--- src/rtl/hs_pkg.sv ---
// Shared types and helpers for the hs_arbiter slice.
//   hs_state_e : arbiter FSM states.
//   rr_pick    : round-robin pick of the first set request at or after a pointer,
//                wrapping modulo the live channel count.
package hs_pkg;

  localparam int unsigned MaxChannels = 16;
  localparam int unsigned PickW       = 4;

  typedef enum logic [1:0] {
    StIdle,
    StWaitAck,
    StWaitNack,
    StWaitRls
  } hs_state_e;

  // req is zero-extended to MaxChannels; only the low `channels` bits take part.
  function automatic logic [PickW-1:0] rr_pick(input logic [MaxChannels-1:0] req,
                                               input logic [PickW-1:0]       ptr,
                                               input int unsigned            channels);
    logic [PickW-1:0] pick;
    logic             found;
    int unsigned      idx;
    pick  = '0;
    found = 1'b0;
    for (int unsigned i = 0; i < MaxChannels; i++) begin
      idx = 32'(ptr) + i;
      // ptr < channels and i < channels, so one subtraction is a full modulo
      if (idx >= channels) idx = idx - channels;
      if (!found && (i < channels) && req[idx[PickW-1:0]]) begin
        pick  = idx[PickW-1:0];
        found = 1'b1;
      end
    end
    return pick;
  endfunction

endpackage

--- src/rtl/sync_ff.sv ---
// Multi-stage flop synchroniser with asynchronous active-low clear.
//   clk   : local clock
//   rst_n : async active-low clear of every stage
//   d_i   : foreign-domain input
//   q_o   : d_i delayed by Depth flops (Depth = 0 is a wire)
module sync_ff #(
  parameter int unsigned Width = 1,
  parameter int unsigned Depth = 2
) (
  input  logic             clk,
  input  logic             rst_n,
  input  logic [Width-1:0] d_i,
  output logic [Width-1:0] q_o
);

  if (Depth == 0) begin : g_bypass
    logic unused_clk_rst;
    assign unused_clk_rst = clk ^ rst_n;
    assign q_o = d_i;
  end else begin : g_sync
    logic [Width-1:0] stage_q [Depth];

    always_ff @(posedge clk or negedge rst_n) begin
      if (!rst_n) begin
        for (int i = 0; i < int'(Depth); i++) stage_q[i] <= '0;
      end else begin
        stage_q[0] <= d_i;
        for (int i = 1; i < int'(Depth); i++) stage_q[i] <= stage_q[i-1];
      end
    end

    assign q_o = stage_q[Depth-1];
  end

endmodule

--- src/rtl/hs_arbiter.sv ---
// N-channel four-phase req/ack arbiter merging bundled-data requesters into one
// four-phase output channel, with round-robin arbitration and a data capture register.
//   clk, rst_n : local clock, async active-low reset
//   req_i/ack_i: per-channel four-phase handshake (ack_i is driven here)
//   data_i     : per-channel data, channel k at [k*WIDTH +: WIDTH]
//   req_o/ack_o: output four-phase handshake (ack_o comes from the consumer)
//   data_o     : data captured at grant, held for the whole transaction
//   grant_o    : channel being served; busy_o: FSM not idle
module hs_arbiter
  import hs_pkg::*;
#(
  parameter int unsigned WIDTH       = 16,
  parameter int unsigned CHANNELS    = 4,
  parameter int unsigned SYNC_STAGES = 2
) (
  input  logic                        clk,
  input  logic                        rst_n,
  input  logic [CHANNELS-1:0]         req_i,
  input  logic [CHANNELS*WIDTH-1:0]   data_i,
  output logic [CHANNELS-1:0]         ack_i,
  output logic                        req_o,
  output logic [WIDTH-1:0]            data_o,
  input  logic                        ack_o,
  output logic [$clog2(CHANNELS)-1:0] grant_o,
  output logic                        busy_o
);

  localparam int unsigned GRANT_W = $clog2(CHANNELS);

  logic [CHANNELS-1:0] req_s;
  logic                ack_s;

  sync_ff #(.Width(CHANNELS), .Depth(SYNC_STAGES)) u_req_sync (
    .clk  (clk),
    .rst_n(rst_n),
    .d_i  (req_i),
    .q_o  (req_s)
  );

  sync_ff #(.Width(1), .Depth(SYNC_STAGES)) u_ack_sync (
    .clk  (clk),
    .rst_n(rst_n),
    .d_i  (ack_o),
    .q_o  (ack_s)
  );

  logic [WIDTH-1:0] data_ch [CHANNELS];
  for (genvar k = 0; k < CHANNELS; k++) begin : g_data_ch
    assign data_ch[k] = data_i[k*WIDTH +: WIDTH];
  end

  hs_state_e           state_q, state_d;
  logic [GRANT_W-1:0]  ptr_q,   ptr_d;
  logic [GRANT_W-1:0]  grant_q, grant_d;
  logic [WIDTH-1:0]    data_q,  data_d;
  logic                req_q,   req_d;
  logic [CHANNELS-1:0] ack_q,   ack_d;

  logic [CHANNELS-1:0] eligible;
  logic [GRANT_W-1:0]  grant_pick;

  assign eligible   = req_s & ~ack_q;
  assign grant_pick = GRANT_W'(rr_pick(MaxChannels'(eligible), PickW'(ptr_q), CHANNELS));

  always_comb begin
    state_d = state_q;
    ptr_d   = ptr_q;
    grant_d = grant_q;
    data_d  = data_q;
    req_d   = req_q;
    ack_d   = ack_q;
    unique case (state_q)
      StIdle: begin
        if (|eligible) begin
          grant_d = grant_pick;
          data_d  = data_ch[grant_pick];
          req_d   = 1'b1;
          state_d = StWaitAck;
        end
      end
      StWaitAck: begin
        if (ack_s) begin
          req_d   = 1'b0;
          state_d = StWaitNack;
        end
      end
      StWaitNack: begin
        if (!ack_s) begin
          ack_d          = '0;
          ack_d[grant_q] = 1'b1;
          state_d        = StWaitRls;
        end
      end
      StWaitRls: begin
        if (!req_s[grant_q]) begin
          ack_d   = '0;
          ptr_d   = (grant_q == GRANT_W'(CHANNELS - 1)) ? '0 : grant_q + 1'b1;
          state_d = StIdle;
        end
      end
      default: state_d = StIdle;
    endcase
  end

  always_ff @(posedge clk or negedge rst_n) begin
    if (!rst_n) begin
      state_q <= StIdle;
      ptr_q   <= '0;
      grant_q <= '0;
      data_q  <= '0;
      req_q   <= 1'b0;
      ack_q   <= '0;
    end else begin
      state_q <= state_d;
      ptr_q   <= ptr_d;
      grant_q <= grant_d;
      data_q  <= data_d;
      req_q   <= req_d;
      ack_q   <= ack_d;
    end
  end

  assign ack_i   = ack_q;
  assign req_o   = req_q;
  assign data_o  = data_q;
  assign grant_o = grant_q;
  assign busy_o  = (state_q != StIdle);

endmodule

--- config.mk ---
export PLATFORM = sky130hd
export DESIGN_NAME = hs_arbiter
export DESIGN_NICKNAME = d
export VERILOG_FILES = /design/src/rtl/hs_pkg.sv /design/src/rtl/sync_ff.sv /design/src/rtl/hs_arbiter.sv
export SDC_FILE = /design/constraint.sdc
export NUM_CORES = 1
export LEC_CHECK = 0
export CAP_MARGIN = 20
export CORE_UTILIZATION = 40
export CTS_CLUSTER_DIAMETER = 50
export DETAILED_ROUTE_END_ITERATION = 7
export PLACE_DENSITY = 0.75
export SETUP_SLACK_MARGIN = 0.4
export SYNTH_ARGS = -nofsm -noshare
export SYNTH_HDL_FRONTEND = slang
export SYNTH_SLANG_ARGS = --single-unit
export TNS_END_PERCENT = 30
--- constraint.sdc ---
create_clock -name clk -period 4.12 [get_ports clk]
set_input_delay 0.618 -clock clk [delete_from_list [all_inputs] [get_ports clk]]
set_output_delay 0.618 -clock clk [all_outputs]
set_load 0.01 [all_outputs]
# After elaboration in Yosys (flattened, before gate mapping)
# Cells that the tools add are included.
totals:
  ff_bits: 37
  out_inout_bits: 24
  elab_cells: 96
classes:
  addsub: 8
  n_lt_le_gt_ge: 11
  n_eq_ne: 8
  muxes: 38
  bitwise: 4
  n_reduce_logical: 17
ops:
  columns: ["op", "count"]
  rows:
  - ["binary-select mux 16 bit (select 2 bit)", 1]
  - ["two-way mux 16 bit", 2]
  - ["two-way mux 4 bit", 6]
  - ["< comparator 4 x 5 -> 1 bit, second input constant", 4]
  - ["two-way mux 2 bit", 9]
  - ["binary-select mux 1 bit (select 4 bit)", 4]
  - ["greater-or-equal comparator 3 bit, second input constant", 4]
  - ["subtractor 3 x 3 -> 4 bit, second input constant", 3]
  - ["two-way mux 1 bit", 11]
  - ["one-hot mux 2 bit (4 select lines)", 1]
  - ["one-hot mux 4 bit (2 select lines)", 1]
  - ["adder 2 x 2 -> 3 bit, second input constant", 2]
  - ["== test 2 bit, second input constant", 3]
  - ["inequality test 2 bit, second input constant", 3]
  - ["AND reduction 3 bit", 2]
  - ["nonzero test 2 bit", 3]
  - ["AND 4 bit", 1]
  - ["logical AND 1 bit", 4]
  - ["inverter 4 bit", 1]
  - ["AND reduction 2 bit", 2]
  - ["AND reduction 4 bit", 1]
  - ["OR reduction 4 bit", 1]
  - ["subtractor 2 x 3 -> 4 bit, second input constant", 1]
  - ["adder 2 x 1 -> 3 bit, second input constant", 1]
  - ["13 further kinds", 15]

# Depth between registers and ports, before layout
# Gate-level depths: netlist (run 1).
depth:
  word_depth: 18
  mapped_depth: 11
  depth_no_buf: 8

# Cells and area by module
# From an unflattened synthesis (run 1), not the netlist that was laid out.
hier_totals:
  cells_unflattened: 197
  area_unflattened_um2: 2199.6
modules_own_cells:
  columns: ["module", "n_inst", "cells_per_inst", "area_each_um2", "seq_area_each_um2"]
  rows:
  - ["hs_arbiter", 1, 183, 1919.3, 675.6]
  - ["sync_ff (u_req_sync)", 1, 12, 230.2, 200.2]
  - ["sync_ff (u_ack_sync)", 1, 2, 50.0, 50.0]

# Worst setup path before layout (run 1)
# Ideal clock, no wire load.
synth_path:
  path_kind: "register to register"
  start: "register ptr_q[0]"
  end: "register data_q[0] (netlist: data_o[0])"
  setup_ns: 0.094
  arrival_ns: 2.448
  path_slack_ns: 1.578
  path_stages_with_launch: 12
  cell_sequence: "dfrtp_1 > buf_4 > inv_1 > ha_1 > nor3b_1 > a211oi_1 > a221o_2 > or2_4 > buf_12 > buf_6 > mux2i_1 > a211oi_1"
synth_via:
  elab_chain_len: 18
  elab_cells_between_ends: 40
  cone_classes: "add/sub: 7; order compare: 4; mux: 22; bitwise: 1; reduce/logical: 6"
synth_rtl:
  columns: ["element", "line", "text"]
  rows:
  - ["start: declaration", "hs_arbiter.sv:53", "logic [GRANT_W-1:0] ptr_q, ptr_d;"]
  - ["start signal: assignment", "hs_arbiter.sv:115", "ptr_q <= ptr_d;"]
  - ["parallel branches: the longest is 13 deep, another holds subtractor 3 x 3 -> 4 bit", null, null]
  - ["two-way mux 2 bit (*)", "hs_pkg.sv:30", "if (!found && (i < channels) && req[idx[PickW-1:0]]) begin"]
  - ["inverter 2 -> 3 bit (implied by the code) (*)", "hs_arbiter.sv:76", "data_d = data_ch[grant_pick];"]
  - ["binary-select mux 16 bit (select 2 bit) (*)", "hs_arbiter.sv:76", null]
  - ["two-way mux 16 bit (implied by the code) (*) (2 in series)", "hs_arbiter.sv:76", null]
  - ["end signal: assignment", "hs_arbiter.sv:117", "data_q <= data_d;"]
  - ["end: declaration", "hs_arbiter.sv:55", "logic [WIDTH-1:0] data_q, data_d;"]
# Mark *: on every way between the ends. The select of a mux whose other input is x is not followed.
# A chain may end at the register's enable or synchronous reset.

# Final worst setup path (run 1)
layout_path:
  start: "register ptr_q[1]"
  end: "register data_q[1] (netlist: data_o[1])"
# The elaborated chain is that of the path after synthesis.

==> impl_results.md, run 1 <==
- Commonest non-fill, non-tap cells in the layout: clkdlybuf4s50_1, dfrtp_1, mux2i_1, o22ai_1
- IO Count: 95
- Wirelength per Cell: 15.33 um
- DR iter-0 viols: 120
- Row count: 27
- Peak supply drop: 0.0002710 V
- Worst path buffer plus inverter count: 2
- Post-DP HPWL: 4.400 mm
- Final instance area: 0.003342 mm^2
- Worst path max stage delay: 0.57 ns
- Final Skew: 0.008168 ns
- Setup slack, reg-to-reg: 1.17 ns
- Period utilization: 71.57%
- Synth-to-Final Area Change: 44.30%
- Mapped Nets: 304
- CTS max path bufs: 2
- Status: completed
- Gr ovfl total: 0
- # port buffers: 94
- Vias in the first global route: 2059
- Number of detailed-route iterations in the first pass: 4
- Setup bufs post-CTS: 0
- CTS H-tree depth: 2
- R2r worst-path depth: 9
- Ys async rst share: 100.0%
- Sequential area share after synthesis: 39.98%
- Layout cells sized above 1: 10.22%
- Register area: 925.9 um^2
- Resized Gates After CTS: 0
- Cell internal pwr: 1.377 mW
- Synthesized area per cell: 10.39 um^2
- Critical Path End Type: register
- Comb power frac: 62.5%
- RSZ-0062 raised after global routing: no
- Area taken by multi-input logic gates: 0.001241 mm^2
- Arrival @ worst endpoint: 3.14 ns
- CP required: 4.31 ns
- Die area: 0.006098 mm^2
- Sequential power share: 26.3%
- Max-slew violations: 0
- Total stage count of the critical path: 9
- CP max FO: 18
- Netlist cell types: 47
- Reg clk slew, reported paths: 0.08 ns
- Vias/cell: 5.361
- Worst Tran Pin Value: 0.8100 ns
- Fin cells: 385
- Crit path top cell by count: a211oi_1
- Most common cell after layout, fill and taps aside: clkdlybuf4s50_1
- # setup viols final: 0
- Synth warnings: 0
- Register bit total from synthesis: 37
- Core region area: 0.005540 mm^2
- # fillers: 495
- Worst-skew pair later-pin latency: 0.29 ns
- Fin crit period: 2.949 ns
- Drc violations: 0
- Worst flop-to-flop path endpoint: data_o[1]$_DFFE_PN0P_
- Post-Place Cells: 376
- Hold Path Sink: u_req_sync.q_o[2]$_DFF_PN0_
- Max Clk Rate: 0.3391 GHz
- CP max-delay cell: dfrtp_1
- First-pass GRT wire length: 10.02 mm
- Die Wd: 78.09 um
- Startpoint types: register
- Max-capacitance violation count: 0
- Number of flops mapped to enable cells by yosys: 0
- Total power: 2.400 mW
- Place WS: 0.9972 ns
- # nets final: 393
- Synthesized instance count: 223
- Top delay family on crit path: compound AO/OA/AOI/OAI gates
- Initial antenna violation count: 0
- Min Hold Slack: 0.3505 ns
- Sw Share: 42.63%
- Leak: 1.385 nW
- Antenna Cells: 0
- Starting density of the core: 41.80%
- Largest net degree at the start of global routing: 38
- Final GP Congestion: 0.7868
- Min-delay src: u_req_sync.g_sync.stage_q[6]$_DFF_PN0_
- Slew margin rel.: 45.74%
- Final TNS setup: 0 ns
- Share of power burned in the clock network: 11.2%
- Die height: 78.09 um
- Hold_buf cts: 0
- CTS Buf Count: 5
- Root Buffer: clkbuf_8
- Final WL: 5.901 mm
- Hold Path Class: register to register
- Reg-to-Reg Start: ptr_q[1]$_DFFE_PN0P_
- Hold path cells: 0
- Area of placed instances: 0.003238 mm^2
- Final core occ: 60.32%
- Tot GR Track Use: 20.87%
- Final Hold Fails: 0
- Clock sink count: 37
- Power Dens Cells: 718.3 mW/mm^2
- Routed via count: 2064
- Net Switching: 1.023 mW
- Crit path cell chain: inv_1 -> ha_1 -> nor3b_1 -> a211oi_1 -> a221o_2 -> nor2_1 -> buf_4 -> nor3_1 -> a211oi_1
- Kind of critical path: register to register
- Main synth FF type: dfrtp_1
- Final worst slack: 1.171 ns
- CTS tree: built
- Mapped cell area: 0.002316 mm^2
- DRT antenna net count: 0
==> cell type report <==
type	instances	share of cell area [%]
Tap cell	72	2.696
Clock buffer	6	2.471
Inverter	10	1.123
Multi-Input combinational cell	162	37.14
Clock inverter	2	0.4118
Timing Repair Buffer	96	28.45
Sequential cell	37	27.70
==> flip-flops by register name (all words and copies together) (netlist names) <==
name and cells:
req_o 1, u_ack_sync.g_sync.stage_q 1, data_o 16, ptr_q 2, u_ack_sync.q_o 1, u_req_sync.g_sync.stage_q 4
ack_i 4, grant_o 2, u_req_sync.q_o 4, state_q 2
==> cell families (layout without fill, tap and decap cells) <==
group                    after synthesis  count (layout)  synth area share [%]
AO/OA/AOI/OAI                         61              61                 19.88
adder cells (fa/ha/maj)               10              10                 5.402
buffers and inverters                 24             114                 6.429
flip-flops                            37              37                 39.98
multiplexers                          24              24                 11.40
AND/OR/NAND/NOR                       67              67                 16.91
==> per-layer routing <==
layer  track usage, %  share of wire [%]  up-vias  wire [um]
met5                0                  0        -          0
met4            6.296                1.5        0         88
met3            4.302                6.3        8        373
met2            32.46                 47       83       2765
met1            29.23                 45      961       2674
li1                 -                  -     1012          -
==> how the worst max path moves through the flow <==
stage	from	endpoint	slack, ns
after detailed placement	ptr_q[1]$_DFFE_PN0P_	data_o[2]$_DFFE_PN0P_	1.0
after floorplan	ptr_q[0]$_DFFE_PN0P_	data_o[0]$_DFFE_PN0P_	1.58
after CTS	ptr_q[1]$_DFFE_PN0P_	data_o[10]$_DFFE_PN0P_	0.99
final	ptr_q[1]$_DFFE_PN0P_	data_o[1]$_DFFE_PN0P_	1.17
after global placement	ptr_q[1]$_DFFE_PN0P_	data_o[14]$_DFFE_PN0P_	1.12
after global routing	ptr_q[1]$_DFFE_PN0P_	data_o[13]$_DFFE_PN0P_	0.90
==> cells in the mapped netlist (2+ instances only) <==
library cell / number / area, um^2
o31ai_1: 3 / 22.52
nand2_1: 7 / 26.28
mux2i_1: 17 / 170.2
nor2_1: 7 / 26.28
a211oi_2: 5 / 62.56
buf_2: 4 / 20.02
a211oi_1: 10 / 75.07
ha_1: 10 / 125.1
buf_6: 4 / 45.04
buf_4: 2 / 15.01
nor2b_1: 6 / 37.54
or2b_1: 2 / 15.01
o21ai_0: 9 / 45.04
nor3_1: 15 / 75.07
a21oi_1: 5 / 25.02
nand2b_1: 5 / 31.28
clkbuf_1: 3 / 11.26
dfrtp_1: 37 / 925.9
or3_1: 15 / 93.84
mux2_2: 5 / 56.30
inv_1: 10 / 37.54
o22ai_1: 17 / 106.4
==> power groups by stage <==
stage / combinational (mW) / clock [mW] / sequential, mW
after CTS: 1.50 / 0.277 / 0.634
final: 1.50 / 0.269 / 0.631
after floorplan: 1.08 / 0 / 0.644
after detailed placement: 1.50 / 0 / 0.638
after global routing: 1.66 / 0.291 / 0.654
after global placement: 1.46 / 0 / 0.633
Note: power is estimated with default switching activity, not from simulation.
==> run 2: changes to the inputs <==
==> constraint.sdc (replaced) <==
create_clock -name clk -period 3 [get_ports clk]
set_input_delay 0.45 -clock clk [delete_from_list [all_inputs] [get_ports clk]]
set_output_delay 0.45 -clock clk [all_outputs]
set_load 0.01 [all_outputs]
==> run 2 against run 1 <==
Core utilization increased by 3.3 points. Die area did not move. Register-to-register slack lost 0.70 ns. First-iteration DRC count rose by 61%. Cell count is 3.9% higher. Routed wire length is 17% higher. Fmax up 17%. Critical path depth increased by 1. Cell area grew 5.5%. Largest power group unchanged. Worst hold slack lost 0.11 ns. Sequential cell count unchanged.
==> impl_results.md, run 2 (same netlist as run 1, synthesis figures left out) <==
- Routed via count: 2243
- Clock sink count: 37
- Leak: 1.463 nW
- Tot GR Track Use: 22.26%
- Wirelength per Cell: 17.20 um
- Vias/cell: 5.608
- Sw Share: 42.73%
- Post-Place Cells: 380
- DR iter-0 viols: 193
- CP max FO: 11
- Reg clk slew, reported paths: 0.08 ns
- Largest net degree at the start of global routing: 38
- Sequential power share: 22.7%
- IO Count: 95
- Register area: 927.1 um^2
- Cell internal pwr: 2.131 mW
- CTS max path bufs: 2
- Worst-skew pair later-pin latency: 0.29 ns
- Largest register FFs: 16
- # port buffers: 94
- CTS Buf Count: 5
- Final WL: 6.880 mm
- Place WS: 0.1551 ns
- Share of power burned in the clock network: 12.0%
- Number of detailed-route iterations in the first pass: 4
- Fin cells: 400
- Final GP Congestion: 0.8643
- Kind of critical path: register to register
- Vias in the first global route: 2178
- Die height: 78.09 um
- Drc violations: 0
- Initial antenna violation count: 0
- Core region area: 0.005540 mm^2
- CP required: 3.14 ns
- Worst flop-to-flop path endpoint: data_o[2]$_DFFE_PN0P_
- Worst Tran Pin Value: 0.8196 ns
- Setup slack, reg-to-reg: 0.47 ns
- Max-slew violations: 0
- Arrival @ worst endpoint: 2.67 ns
- Antenna Cells: 0
- Post-DP HPWL: 4.511 mm
- Worst Setup EP: data_o[2]$_DFFE_PN0P_
- Final Skew: 0.006777 ns
- CTS H-tree depth: 2
- DRT antenna net count: 0
- Final Hold Fails: 0
- Critical Path End Type: register
- R2r worst-path depth: 10
- Min Hold Slack: 0.2381 ns
- Hold Path Class: primary input to async pin
- # nets final: 408
- Area taken by multi-input logic gates: 0.001321 mm^2
- Peak supply drop: 0.0004436 V
- RSZ-0062 raised after global routing: yes
- CTS tree: built
- Reg-to-Reg Start: ptr_q[0]$_DFFE_PN0P_
- Comb power frac: 65.3%
- Startpoint types: register
- # fillers: 462
- Final TNS setup: 0 ns
- Starting density of the core: 41.80%
- Root Buffer: clkbuf_8
- Gr ovfl total: 0
- # setup viols final: 0
- Fin crit period: 2.531 ns
- Final worst slack: 0.4691 ns
- Period utilization: 84.36%
- First-pass GRT wire length: 10.51 mm
- Hold_buf cts: 0
- Status: completed
- Die Wd: 78.09 um
- Slew margin rel.: 45.36%
- Max-capacitance violation count: 0
- Synth-to-Final Area Change: 52.19%
- Commonest non-fill, non-tap cells in the layout: clkdlybuf4s50_1, dfrtp_1, mux2i_1
- Layout cells sized above 1: 15.85%
- Power Dens Cells: 1056 mW/mm^2
- Max Clk Rate: 0.3951 GHz
- Total power: 3.721 mW
- Die area: 0.006098 mm^2
- Net Switching: 1.590 mW
- Worst setup path startpoint: ptr_q[0]$_DFFE_PN0P_
- Row count: 27
- Most common cell after layout, fill and taps aside: clkdlybuf4s50_1
## run 2: repair_timing
item,4_1_cts,5_1_grt
endpoints found under the setup margin,17,16
buffers inserted,5,3
pin swaps,3,3
cloned,1,3
gates resized for setup,2,9
## run 2: final cells by class
cell class                 instances  area share (%)
multi-input combinational        166           37.49
timing repair buffer             107           29.32
sequential                        37           26.30
tap                               72           2.556
clock buffer                       5           1.952
clock inverter                     3           1.313
inverter                          10           1.065
## run 2: power by group through the flow
stage | Combinational, mW | Clock (mW) | Sequential, mW
2_1_floorplan | 1.48 | 0 | 0.885
3_3_place_gp | 2.07 | 0 | 0.848
3_5_place_dp | 2.13 | 0 | 0.852
4_1_cts | 2.23 | 0.450 | 0.847
5_1_grt | 2.64 | 0.469 | 0.869
6_report | 2.43 | 0.445 | 0.845
## run 2: stage by stage
step           instance area, um^2  util [%]
3_3_place_gp                  3268     58.99
3_5_place_dp                  3268     58.99
4_1_cts                       3431     61.92
5_1_grt                       3525     63.62
6_report                      3525     63.62
2_1_floorplan                 2316         -
## run 2: how the worst min path moves through the flow
stage	from	to	slack (ns)	cells after the start
after CTS	rst_n	u_req_sync.g_sync.stage_q[4]$_DFF_PN0_	0.27	1
after global routing	rst_n	state_q[0]$_DFFE_PN0P_	0.31	1
final	rst_n	u_req_sync.g_sync.stage_q[4]$_DFF_PN0_	0.24	1
after global placement	u_req_sync.g_sync.stage_q[7]$_DFF_PN0_	u_req_sync.q_o[3]$_DFF_PN0_	0.33	0
after detailed placement	u_ack_sync.g_sync.stage_q[1]$_DFF_PN0_	u_ack_sync.q_o$_DFF_PN0_	0.33	0
after floorplan	rst_n	ack_i[0]$_DFFE_PN0P_	0.15	0
## run 2: metal layers
layer	vias to the layer above	track usage [%]	wire, um	share of wire, %
li1	1052	-	-	-
met1	1074	28.54	2846	41
met2	108	37.28	3447	50
met3	9	3.953	484	7.0
met4	0	8.519	101	1.5
met5	-	0	0	0
## run 2: critical path, cell delays in order (launching register included)
cell	delay, ns
dfrtp_2	0.46
inv_1	0.11
ha_2	0.32
or2b_1	0.28
o22ai_4	0.23
a31o_4	0.23
buf_4	0.17
nor2_2	0.07
buf_4	0.18
nor3_1	0.22
a211oi_1	0.08
==> run 3: changes to the inputs <==
==> constraint.sdc (replaced) <==
create_clock -name clk -period 2.4 [get_ports clk]
set_input_delay 0.36 -clock clk [delete_from_list [all_inputs] [get_ports clk]]
set_output_delay 0.36 -clock clk [all_outputs]
set_load 0.01 [all_outputs]
==> run 3 against run 2 <==
Routed wire length increased by 2.5%. Sequential share of layout area decreased by 2.5 points. Count of clock-buffer cells in the layout unchanged. Cell count increased by 4.3%. Clock skew increased by 0.0042 ns. Critical path type unchanged. Core utilization increased by 6.5 points. First-iteration DRC count decreased by 39%. Largest power group unchanged. Fmax increased by 7.1%.
==> impl_results.md, run 3 (same netlist as run 1, synthesis figures left out) <==
- Max-capacitance violation count: 0
- Setup slack, reg-to-reg: 0.04 ns
- DR iter-0 viols: 118
- Number of detailed-route iterations in the first pass: 4
- # nets final: 425
- Die height: 78.09 um
- First-pass GRT wire length: 10.97 mm
- Leak: 1.606 nW
- CTS H-tree depth: 2
- Fin crit period: 2.363 ns
- Tot GR Track Use: 23.23%
- Hold Path Class: primary input to async pin
- Crit path cell chain: inv_4 -> ha_4 -> or2b_1 -> o22ai_1 -> a221o_2 -> buf_12 -> or2_4 -> mux2i_2 -> a211oi_2
- Slew margin rel.: 44.52%
- CTS Buf Count: 5
- Initial antenna violation count: 0
- Routed via count: 2254
- Final Skew: 0.01097 ns
- Die Wd: 78.09 um
- Top delay family on crit path: compound AO/OA/AOI/OAI gates
- RSZ-0062 raised after global routing: yes
- Final WL: 7.049 mm
- Post-Place Cells: 392
- Kind of critical path: register to register
- Clock sink count: 37
- # port buffers: 94
- Power Dens Cells: 1400 mW/mm^2
- Vias/cell: 5.405
- Period utilization: 98.48%
- Antenna Cells: 0
- Worst Tran Pin Value: 0.8322 ns
- R2r worst-path depth: 9
- Startpoint types: register
- CP required: 2.61 ns
- Commonest non-fill, non-tap cells in the layout: clkdlybuf4s50_1, dfrtp_1, buf_4
- Hold_buf cts: 0
- Largest register FFs: 16
- IO Count: 95
- Reg-to-Reg Start: ptr_q[0]$_DFFE_PN0P_
- Status: completed
- # setup viols final: 0
- Final Hold Fails: 0
- Critical Path End Type: register
- CP max FO: 16
- Starting density of the core: 41.80%
- Fin cells: 417
- Largest net degree at the start of global routing: 38
- Place WS: -0.1891 ns
- Final GP Congestion: 0.9505
- # fillers: 408
- Gr ovfl total: 0
- CTS tree: built
- Worst-skew pair later-pin latency: 0.30 ns
- Worst path buffer plus inverter count: 2
- Row count: 27
- Arrival @ worst endpoint: 2.57 ns
- Max-slew violations: 0
- Peak supply drop: 0.0006753 V
- Core region area: 0.005540 mm^2
- Reg clk slew, reported paths: 0.09 ns
- Final worst slack: 0.03658 ns
- Max Clk Rate: 0.4231 GHz
- Layout cells sized above 1: 26.96%
- Drc violations: 0
- Worst flop-to-flop path endpoint: data_o[11]$_DFFE_PN0P_
- Most common cell after layout, fill and taps aside: clkdlybuf4s50_1
- Final core occ: 70.17%
- CTS max path bufs: 2
- Root Buffer: clkbuf_8
- Post-DP HPWL: 4.540 mm
- CP max-delay cell: dfrtp_1
- Vias in the first global route: 2231
- Worst path max stage delay: 0.43 ns
- DRT antenna net count: 0
- Synth-to-Final Area Change: 67.86%
- Die area: 0.006098 mm^2
- Wirelength per Cell: 16.90 um
-- run 3: cell count changes in the layout (fill, tap and decap cells not counted), sizes merged --
| cell | previous run | this run |
|---|---|---|
| buf | 14 | 31 |
| a221o | 3 | 1 |
| inv | 10 | 12 |
| bufinv | 1 | 0 |
| clkbuf | 5 | 6 |
| clkdlybuf4s50 | 93 | 92 |
| clkinv | 1 | 0 |
| dlymetal6s2s | 0 | 1 |
| or2 | 3 | 4 |
-- run 3: repair_timing --
item	4_1_cts	5_1_grt
endpoints found under the setup margin	23	25
pin swaps	11	12
gates resized for setup	14	29
gates cloned	4	2
setup buffers	7	4
-- run 3: worst reg2reg max path: stages, from the launching register on --
cell	delay, ns
dfrtp_1	0.43
inv_4	0.05
ha_4	0.31
or2b_1	0.15
o22ai_1	0.10
a221o_2	0.38
buf_12	0.16
or2_4	0.31
mux2i_2	0.18
a211oi_2	0.20
-- run 3: layer usage --
metal	track usage [%]	vias up	routed length (um)
li1	-	1085	-
met1	29.22	1066	2980
met2	38.51	95	3408
met3	6.512	8	564
met4	7.407	0	95
met5	0	-	0
-- run 3: worst max path at each step --
| stage | start | to | slack [ns] | cells past startpoint |
|---|---|---|---|---|
| final | ptr_q[0]$_DFFE_PN0P_ | data_o[11]$_DFFE_PN0P_ | 0.04 | 9 |
| after global routing | ptr_q[0]$_DFFE_PN0P_ | data_o[11]$_DFFE_PN0P_ | -0.04 | 9 |
| after floorplan | ptr_q[1]$_DFFE_PN0P_ | data_o[0]$_DFFE_PN0P_ | 0.1 | 11 |
| after CTS | ptr_q[1]$_DFFE_PN0P_ | data_o[10]$_DFFE_PN0P_ | 0.10 | 9 |
| after detailed placement | ptr_q[0]$_DFFE_PN0P_ | data_o[13]$_DFFE_PN0P_ | -0.19 | 8 |
| after global placement | ptr_q[0]$_DFFE_PN0P_ | data_o[9]$_DFFE_PN0P_ | -0.04 | 8 |
-- run 3: layout make-up --
class / instances / area [um^2] / area share [%]
timing repair buffer: 125 / 1314 / 33.79
multi-input combinational: 165 / 1420 / 36.53
tap: 72 / 90.09 / 2.317
clock buffer: 5 / 68.82 / 1.770
clock inverter: 3 / 25.02 / 0.6437
inverter: 10 / 42.54 / 1.094
sequential: 37 / 927.1 / 23.85
-- run 3: through the flow --
stage               cell area [um^2]  hold WS, ns  power [mW]  setup TNS, ns
floorplan                       2346      0.06441       3.023              0
finish                          3887       0.1533       5.443              0
global placement                3406       0.3319       3.913        -0.4538
CTS                             3676       0.1786       4.966              0
global route                    3887       0.2120       5.793        -0.2041
detailed placement              3406       0.3363       3.984         -2.437
-- run 3: report_power, final --
| part | switching, mW | internal, mW | total (mW) |
|---|---|---|---|
| clock | 0.260 | 0.212 | 0.472 |
| combinational | 1.79 | 2.12 | 3.91 |
| sequential | 0.189 | 0.868 | 1.06 |
| total | 2.24 | 3.20 | 5.44 |
